<file path="config.mk">
export PLATFORM = sky130hd
export DESIGN_NAME = dog_ram_rd_arb
export DESIGN_NICKNAME = d
export VERILOG_FILES = /design/src/rtl/dog_ram_rd_arb.sv
export SDC_FILE = /design/constraint.sdc
export NUM_CORES = 1
export LEC_CHECK = 0
export ABC_CLOCK_PERIOD_IN_PS = 5550
export CORE_MARGIN = 3
export CORE_UTILIZATION = 29
export DETAILED_ROUTE_END_ITERATION = 6
export PLACE_DENSITY = 0.64
export SLEW_MARGIN = 40
export SYNTH_ARGS = -nofsm -noshare
export SYNTH_HDL_FRONTEND = slang
export SYNTH_SLANG_ARGS = --single-unit
export TNS_END_PERCENT = 20
</file>
<file path="constraint.sdc">
create_clock -name clk -period 5.55 [get_ports clk]
set_input_delay 1.665 -clock clk [delete_from_list [all_inputs] [get_ports clk]]
set_output_delay 1.665 -clock clk [all_outputs]
set_load 0.1 [all_outputs]
</file>
<file path="src/rtl/dog_ram_rd_arb.sv">
// Purpose: shares one image-RAM read port between the filter engine (m0) and host readout (m1).
// Latency: accept -> RAM enable 1 cycle; accept -> requester return 1 + RAM latency + 1 cycles.
// Backpressure: ready withheld while MAX_OUT reads are in flight; RAM returns are never stalled.
module dog_ram_rd_arb #(
   parameter int AW      = 16,
   parameter int DW      = 8,
   parameter int MAX_OUT = 4
) (
   input  logic          clk,
   input  logic          rst,
   input  logic          m0_rd_valid_i,
   input  logic [AW-1:0] m0_rd_addr_i,
   output logic          m0_rd_ready_o,
   output logic          m0_valid_o,
   output logic [DW-1:0] m0_data_o,
   input  logic          m1_rd_valid_i,
   input  logic [AW-1:0] m1_rd_addr_i,
   output logic          m1_rd_ready_o,
   output logic          m1_valid_o,
   output logic [DW-1:0] m1_data_o,
   output logic          ram_rd_valid_o,
   output logic [AW-1:0] ram_rd_addr_o,
   input  logic [DW-1:0] ram_data_in,
   input  logic          ram_valid_in,
   output logic          busy_o,
   output logic          err_o
);

   localparam int PW = (MAX_OUT > 1) ? $clog2(MAX_OUT) : 1;
   localparam int CW = $clog2(MAX_OUT + 1);
   localparam logic [PW-1:0] LAST_PTR = PW'(MAX_OUT - 1);
   localparam logic [CW-1:0] FULL_CNT = CW'(MAX_OUT);

   // tag queue: one requester-id bit per outstanding read, oldest at r_rptr
   logic [MAX_OUT-1:0] r_tag;
   logic [PW-1:0]      r_wptr;
   logic [PW-1:0]      r_rptr;
   logic [CW-1:0]      r_count;
   logic               r_last_gnt;

   logic               r_ram_vld;
   logic [AW-1:0]      r_ram_addr;

   logic               r_m0_vld;
   logic               r_m1_vld;
   logic [DW-1:0]      r_m0_dat;
   logic [DW-1:0]      r_m1_dat;
   logic               r_err;

   logic               w_slot_free;
   logic               w_gnt0;
   logic               w_gnt1;
   logic               w_xfer;
   logic               w_xfer_id;
   logic [AW-1:0]      w_xfer_addr;
   logic               w_pop;
   logic               w_head;

   function automatic logic [PW-1:0] ptr_next(input logic [PW-1:0] p);
      return (p == LAST_PTR) ? '0 : p + 1'b1;
   endfunction

   // grant: round robin among valid requesters, only while a tag slot is free;
   // a pop in this cycle does not count as a free slot until it has been registered
   always_comb begin
      w_slot_free = !rst && (r_count < FULL_CNT);
      w_gnt0      = 1'b0;
      w_gnt1      = 1'b0;
      if (w_slot_free) begin
         if (m0_rd_valid_i && m1_rd_valid_i) begin
            w_gnt0 = r_last_gnt;
            w_gnt1 = !r_last_gnt;
         end else begin
            w_gnt0 = m0_rd_valid_i;
            w_gnt1 = m1_rd_valid_i;
         end
      end
   end

   assign m0_rd_ready_o = w_gnt0;
   assign m1_rd_ready_o = w_gnt1;
   assign w_xfer        = w_gnt0 | w_gnt1;
   assign w_xfer_id     = w_gnt1;
   assign w_xfer_addr   = w_gnt1 ? m1_rd_addr_i : m0_rd_addr_i;
   assign w_pop         = ram_valid_in && (r_count != '0);
   assign w_head        = r_tag[r_rptr];

   // tag queue and round-robin history: push on accept, pop on RAM return
   always_ff @(posedge clk) begin
      if (rst) begin
         r_tag      <= '0;
         r_wptr     <= '0;
         r_rptr     <= '0;
         r_count    <= '0;
         r_last_gnt <= 1'b1;
      end else begin
         if (w_xfer) begin
            r_tag[r_wptr] <= w_xfer_id;
            r_wptr        <= ptr_next(r_wptr);
            r_last_gnt    <= w_xfer_id;
         end
         if (w_pop) begin
            r_rptr <= ptr_next(r_rptr);
         end
         r_count <= r_count + CW'(w_xfer) - CW'(w_pop);
      end
   end

   // issue stage: registered copy of the accepted address toward the RAM
   always_ff @(posedge clk) begin
      if (rst) begin
         r_ram_vld  <= 1'b0;
         r_ram_addr <= '0;
      end else begin
         r_ram_vld <= w_xfer;
         if (w_xfer) begin
            r_ram_addr <= w_xfer_addr;
         end
      end
   end

   // return routing by head tag; a return with nothing outstanding is dropped and flagged
   always_ff @(posedge clk) begin
      if (rst) begin
         r_m0_vld <= 1'b0;
         r_m1_vld <= 1'b0;
         r_m0_dat <= '0;
         r_m1_dat <= '0;
         r_err    <= 1'b0;
      end else begin
         r_m0_vld <= w_pop && !w_head;
         r_m1_vld <= w_pop && w_head;
         if (w_pop && !w_head) begin
            r_m0_dat <= ram_data_in;
         end
         if (w_pop && w_head) begin
            r_m1_dat <= ram_data_in;
         end
         if (ram_valid_in && (r_count == '0)) begin
            r_err <= 1'b1;
         end
      end
   end

   assign ram_rd_valid_o = r_ram_vld;
   assign ram_rd_addr_o  = r_ram_addr;
   assign m0_valid_o     = r_m0_vld;
   assign m0_data_o      = r_m0_dat;
   assign m1_valid_o     = r_m1_vld;
   assign m1_data_o      = r_m1_dat;
   assign busy_o         = (r_count != '0);
   assign err_o          = r_err;

endmodule

</file>
==> reports/summary.txt, run 1 <==
post-synth top area share - 0.4371
max cap viols - 0
# setup viols final - 0
CTS tree - done
Post-CTS Resized - 0
Synth cell types - 38
register area share after synthesis - 0.4371
antenna cells - 0
Final Max Tran Viols - 0
CP delay by family, top - buffers and inverters
filler-free cell count of the finished design - 410
critical path startpoint category - input pin
headroom to the max-slew limit - 0.5656
final setup TNS - 0 ps
HPWL Detailed - 4193 um
DIE WIDTH - 93.07 um
Worst-Margin Slew - 650.9 ps
Crit path buffers/inverters - 3
unrepaired setup endpoints after global routing - no
via count - 1956
XOR/XNOR share of the synthesized area - 0.007968
GP Congestion - 0.7661
crit path max fanout - 22
Setup crit end kind - output port
drt drc - 0
initial antenna violation count - 0
flops & latches, synth - 48
Core ar. - 7292 um^2
utilization after layout - 0.4158
hold path cells - 2
Post-Syn Instances - 235
Avg WL per Cell - 13.97 um
CTS clk-pin slew, worst paths - 80 ps
Highest Signal Layer - met4
maximum VDD drop - 0.1286 mV
period utilization - 0.8405
layout cell share with drive strength beyond 1 - 0.2026
worst-path cell chain - clkdlybuf4s50_1 -> a211oi_2 -> buf_4 -> and2_1 -> buf_12
Hold WS - 476.2 ps
Initial Util - 0.3015
largest net degree at the start of global routing - 40
Die Span Y - 93.07 um
number of synthesized flops with an enable pin - 0
Crit path arrival time - 3000 ps
Synth warnings - 0
H-tree depth - 2
Post-CTS Repair Setup Buffers - 0
Num CTS Buffers - 5
Max stage delay on crit path - 430 ps
CP Depth - 5
Row Count - 31
Synth top cells by count - 48 x dfxtp_1, 26 x nand2b_1, 18 x a31oi_1, 18 x nand3_1, 17 x o21ai_0
PwrDens - 404.4 nW/um^2
global route overflow - 0
Final #Nets - 364
Layout area overhead - 37.91%
Skew-Pair Late Insertion Delay - 290 ps
Crit-path slowest cell - clkdlybuf4s50_1
first-pass GRT wire length - 9508 um
Post-Route WL - 5726 um
Tot GR Track Use - 0.1335
Sink Count - 48
Routed met1 length - 2656 um
dominant cells by area after synthesis - dfxtp_1 44%, nand2b_1 7.4%, mux2i_1 7.3%
WP data required - 3880 ps
kind of critical path - in -> out
largest family of logic cells by synthesized area - simple AND/OR/NAND/NOR gates
Worst Hold Class - reg -> reg
status - finished clean
cell leakage power - 1.251 nW
number of port buffers - 83
largest area contributor in the netlist - dfxtp_1
initial DRC count - 105
Top Ports - 84
hold_buf cts - 0
met2 wire len - 2616 um
Mapped Avg Cell Area - 9.355 um^2
ys async rst share - 0
Die ar. - 8661 um^2
R2R depth - 10
First-pass DRT Iterations - 4
fin crit period - 4665 ps
f_max - 214.4 MHz
Cell Area, Synth - 2198 um^2
Layout Skew - 3.951 ps
post-synthesis mux area share - 0.08310
clk root buf - clkbuf_8
Clock Path Buffers - 2
Compound-Gate Fraction of Synth Area - 0.1480
Final Hold Fails - 0
Top FF cell, synth - dfxtp_1
simple-gate share of the synthesized area - 0.2191
Final ANT Viol Nets - 0
post-synthesis adder-cell area fraction - 0.04895
vias per cell - 4.771
syn_nets - 288
most used standard cell by instance count after synthesis - dfxtp_1
Met3 Routed Length - 394 um
vias in the first global route - 2106
DP Cell Count - 403
-- flip-flops by register name, summed over array words and instances (netlist names) --
register        count
m1_data_o           8
r_count             3
r_wptr              2
r_last_gnt          1
m1_valid_o          1
m0_valid_o          1
m0_data_o           8
ram_rd_addr_o      16
r_tag               4
r_rptr              2
ram_rd_valid_o      1
err_o               1
-- cell families after synthesis --
kind of cell	after synthesis
multiplexers	17
AO/OA/AOI/OAI	51
XOR/XNOR	2
buffers and inverters	28
adder cells (fa/ha/maj)	8
AND/OR/NAND/NOR	81
flip-flops	48
-- metrics by stage --
stage / setup WS (ps) / instance area (um^2) / total power [mW]
floorplan: 965.1 / 2198 / 0.9034
global placement: 900.4 / 3120 / 1.047
detailed placement: 887.5 / 2935 / 1.018
CTS: 885.0 / 3032 / 1.238
global route: 832.0 / 3032 / 1.286
finish: 885.3 / 3032 / 1.226
-- layout make-up --
type	count	area, um^2
fill	741	4260
tap	99	123.9
sequential	48	960.9
clock buffer	7	96.34
inverter	8	30.03
timing repair buffer	89	705.7
multi-input combinational	159	1115
-- worst reg2reg max path, cell delays in order (launching register included) --
cell,delay (ps)
dfxtp_1,570
or2_1,530
nor2_1,180
inv_1,90
ha_1,220
inv_1,60
ha_1,120
inv_1,50
fa_1,370
xnor2_1,160
nor2_1,50
-- layer usage --
metal	up-vias	global-route usage
met3	6	0.03218
met5	-	0
met2	71	0.2178
met1	888	0.1717
met4	0	0.04762
li1	991	-
-- path summary, 6_finish.rpt --
| path | start | end | slack, ps |
|---|---|---|---|
| worst max-delay path | m0_rd_valid_i | m1_rd_ready_o | 890 |
| worst max register to register | r_count[2] | r_count[2] | 3040 |
| worst min register to register | m0_data_o[3] | m0_data_o[3] | 480 |
| worst min-delay path | m0_data_o[3] | m0_data_o[3] | 480 |
-- cells in the final DEF (no fill, tap or decap), drive strengths merged --
cell / n
fa: 1
o21ai: 17
a21oi: 7
or3: 1
nor2b: 1
clkbuf: 7
ha: 7
and3: 1
nand3: 18
and2: 1
inv: 8
nor2: 8
mux2i: 16
nor3b: 1
or2: 2
nand4: 16
nand2b: 26
nor3: 2
nand2: 4
a311oi: 1
xor2: 1
a21bo: 1
a31oi: 18
buf: 46
xnor2: 1
mux4: 1
a221o: 1
clkdlybuf4s50: 43
o31ai: 2
a211oi: 4
dfxtp: 48
-- where the power goes --
group	switching, mW	total, mW	leakage, nW	internal, mW
clock network	0.109	0.220	0.0503	0.111
registers	0.0418	0.435	0.392	0.393
logic	0.421	0.571	0.808	0.150
total	0.571	1.23	1.25	0.654
(Power assumes the default switching activity.)
==> inputs of run 2 (changes only) <==
--- a/config.mk
+++ b/config.mk
@@ -5,7 +5,7 @@
 export SDC_FILE = /design/constraint.sdc
 export NUM_CORES = 1
 export LEC_CHECK = 0
-export ABC_CLOCK_PERIOD_IN_PS = 5550
+export ABC_CLOCK_PERIOD_IN_PS = 4400
 export CORE_MARGIN = 3
 export CORE_UTILIZATION = 29
 export DETAILED_ROUTE_END_ITERATION = 6
==> constraint.sdc (replaced) <==
create_clock -name clk -period 4.4 [get_ports clk]
set_input_delay 1.32 -clock clk [delete_from_list [all_inputs] [get_ports clk]]
set_output_delay 1.32 -clock clk [all_outputs]
set_load 0.1 [all_outputs]
==> reports/summary.txt, run 2 (same netlist as run 1, synthesis figures left out) <==
Crit-path slowest cell - clkdlybuf4s50_1
Clock Path Buffers - 2 (unchanged)
critical path startpoint category - input pin
filler cell count - 751 (+1.3%)
kind of critical path - in -> out
Post-CTS Resized - 0 (unchanged)
Worst Hold Class - reg -> reg
Layout area overhead - 38.70%
worst-path cell chain - clkdlybuf4s50_1 -> a211oi_2 -> and2_1 -> buf_12
WP data required - 3080 ps (-800 ps)
period utilization - 0.9113
First-pass DRT Iterations - 4 (unchanged)
# setup viols final - 0 (unchanged)
Top Ports - 84 (unchanged)
DIE WIDTH - 93.07 um (unchanged)
Tot GR Track Use - 0.1379 (+0.004386)
Die ar. - 8661 um^2 (unchanged)
DP Area - 2953 um^2 (+0.60%)
number of port buffers - 83 (unchanged)
headroom to the max-slew limit - 0.5689 (+0.003356)
Post-CTS Repair Setup Buffers - 0 (unchanged)
Worst-Margin Slew - 645.9 ps (-5.029 ps)
GP Congestion - 0.7712 (+0.67%)
Row Count - 31 (unchanged)
Tot Pwr - 1.559 mW (+27%)
global route overflow - 0 (unchanged)
vias per cell - 4.898 (+2.7%)
status - finished clean
CP delay by family, top - buffers and inverters
Post-Route WL - 5752 um (+0.45%)
Max stage delay on crit path - 610 ps (+180 ps)
clk root buf - clkbuf_8
Finished Cell Area - 3049 um^2 (+0.58%)
maximum VDD drop - 0.1461 mV (+14%)
Final Max Tran Viols - 0 (unchanged)
Final Hold Fails - 0 (unchanged)
vias in the first global route - 2030 (-3.6%)
Core ar. - 7292 um^2 (unchanged)
PwrDens - 511.3 nW/um^2 (+26%)
H-tree depth - 2 (unchanged)
Crit path buffers/inverters - 2 (-1)
first-pass GRT wire length - 9570 um (+0.65%)
Initial Util - 0.3015 (unchanged)
f_max - 249.4 MHz
Layout Skew - 4.867 ps (+0.9162 ps)
layout cell share with drive strength beyond 1 - 0.2077 (+0.005095)
largest net degree at the start of global routing - 42 (+5.0%)
most common cell after layout, fill and taps aside - dfxtp_1
Die Span Y - 93.07 um (unchanged)
HPWL Detailed - 4309 um (+2.8%)
most frequent cells in the layout - 48 x dfxtp_1, 43 x clkdlybuf4s50_1, 37 x buf_2, 26 x nand2b_1
via count - 2018 (+3.2%)
final setup TNS - 0 ps (unchanged)
initial antenna violation count - 0 (unchanged)
Skew-Pair Late Insertion Delay - 300 ps (about the same)
Sink Count - 48 (unchanged)
Seq. cell area - 960.9 um^2 (unchanged)
Crit path arrival time - 2690 ps (-310 ps)
Largest register FFs - 16 (unchanged)
hold_buf cts - 0 (unchanged)
CTS tree - done
CTS clk-pin slew, worst paths - 90 ps (about the same)
Multi-input gate area - 1115 um^2 (unchanged)
fin crit period - 4010 ps
crit path max fanout - 9 (-59%)
unrepaired setup endpoints after global routing - no
initial DRC count - 94 (-10%)
Final ANT Viol Nets - 0 (unchanged)
cell leakage power - 1.261 nW (+0.82%)
Setup crit end kind - output port
utilization after layout - 0.4182 (+0.002402)
Num CTS Buffers - 5 (unchanged)
max cap viols - 0 (unchanged)
Final #Nets - 366 (+0.55%)
antenna cells - 0 (unchanged)
drt drc - 0 (unchanged)
Avg WL per Cell - 13.96 um (about the same)
[run 2: cell types whose count changed in the layout (fill, tap and decap cells not counted)]
| cell | change |
|---|---|
| buf_4 | +3 |
| buf_2 | -1 |
[run 2: tightest hold or removal path: stages, from the launching register on]
cell and delay (ps):
dfxtp_1 320, o31ai_1 60, a21oi_1 50
[run 2: metrics by stage]
step                worst slack, ps  instances  hold WS, ps
CTS                           403.6        412        477.4
finish                        390.3        412        470.3
detailed placement            242.5        405        461.4
global route                  366.7        412        494.4
floorplan                     505.1        235        441.0
global placement              293.9        405        449.2
[run 2: power breakdown]
group	leakage, nW	switching, mW	total [mW]	internal [mW]
clock network	0.0503	0.140	0.280	0.140
logic	0.818	0.534	0.732	0.197
registers	0.392	0.0513	0.547	0.496
total	1.26	0.726	1.56	0.833
[run 2: layer usage]
layer	routed length, um	share of wire	track usage
met1	2503	0.44	0.1667
met2	2764	0.48	0.2328
met3	438	0.076	0.04264
met4	45	0.0078	0.04518
met5	0	0	0
[run 2: path summary, 6_finish.rpt]
| path | start | endpoint | slack [ps] | cells past startpoint |
|---|---|---|---|---|
| hold reg to reg | r_tag[3] | r_tag[3] | 470 | 2 |
| hold / removal | r_tag[3] | r_tag[3] | 470 | 2 |
| setup / recovery | m0_rd_valid_i | m1_rd_ready_o | 390 | 4 |
| setup reg to reg | r_count[2] | r_count[2] | 2110 | 9 |
[run 2: area by class of cell]
type / count / share of cell area
sequential: 48 / 0.3151
tap: 99 / 0.04062
inverter: 8 / 0.009848
timing repair buffer: 91 / 0.2372
multi-input combinational: 159 / 0.3656
clock buffer: 7 / 0.03160
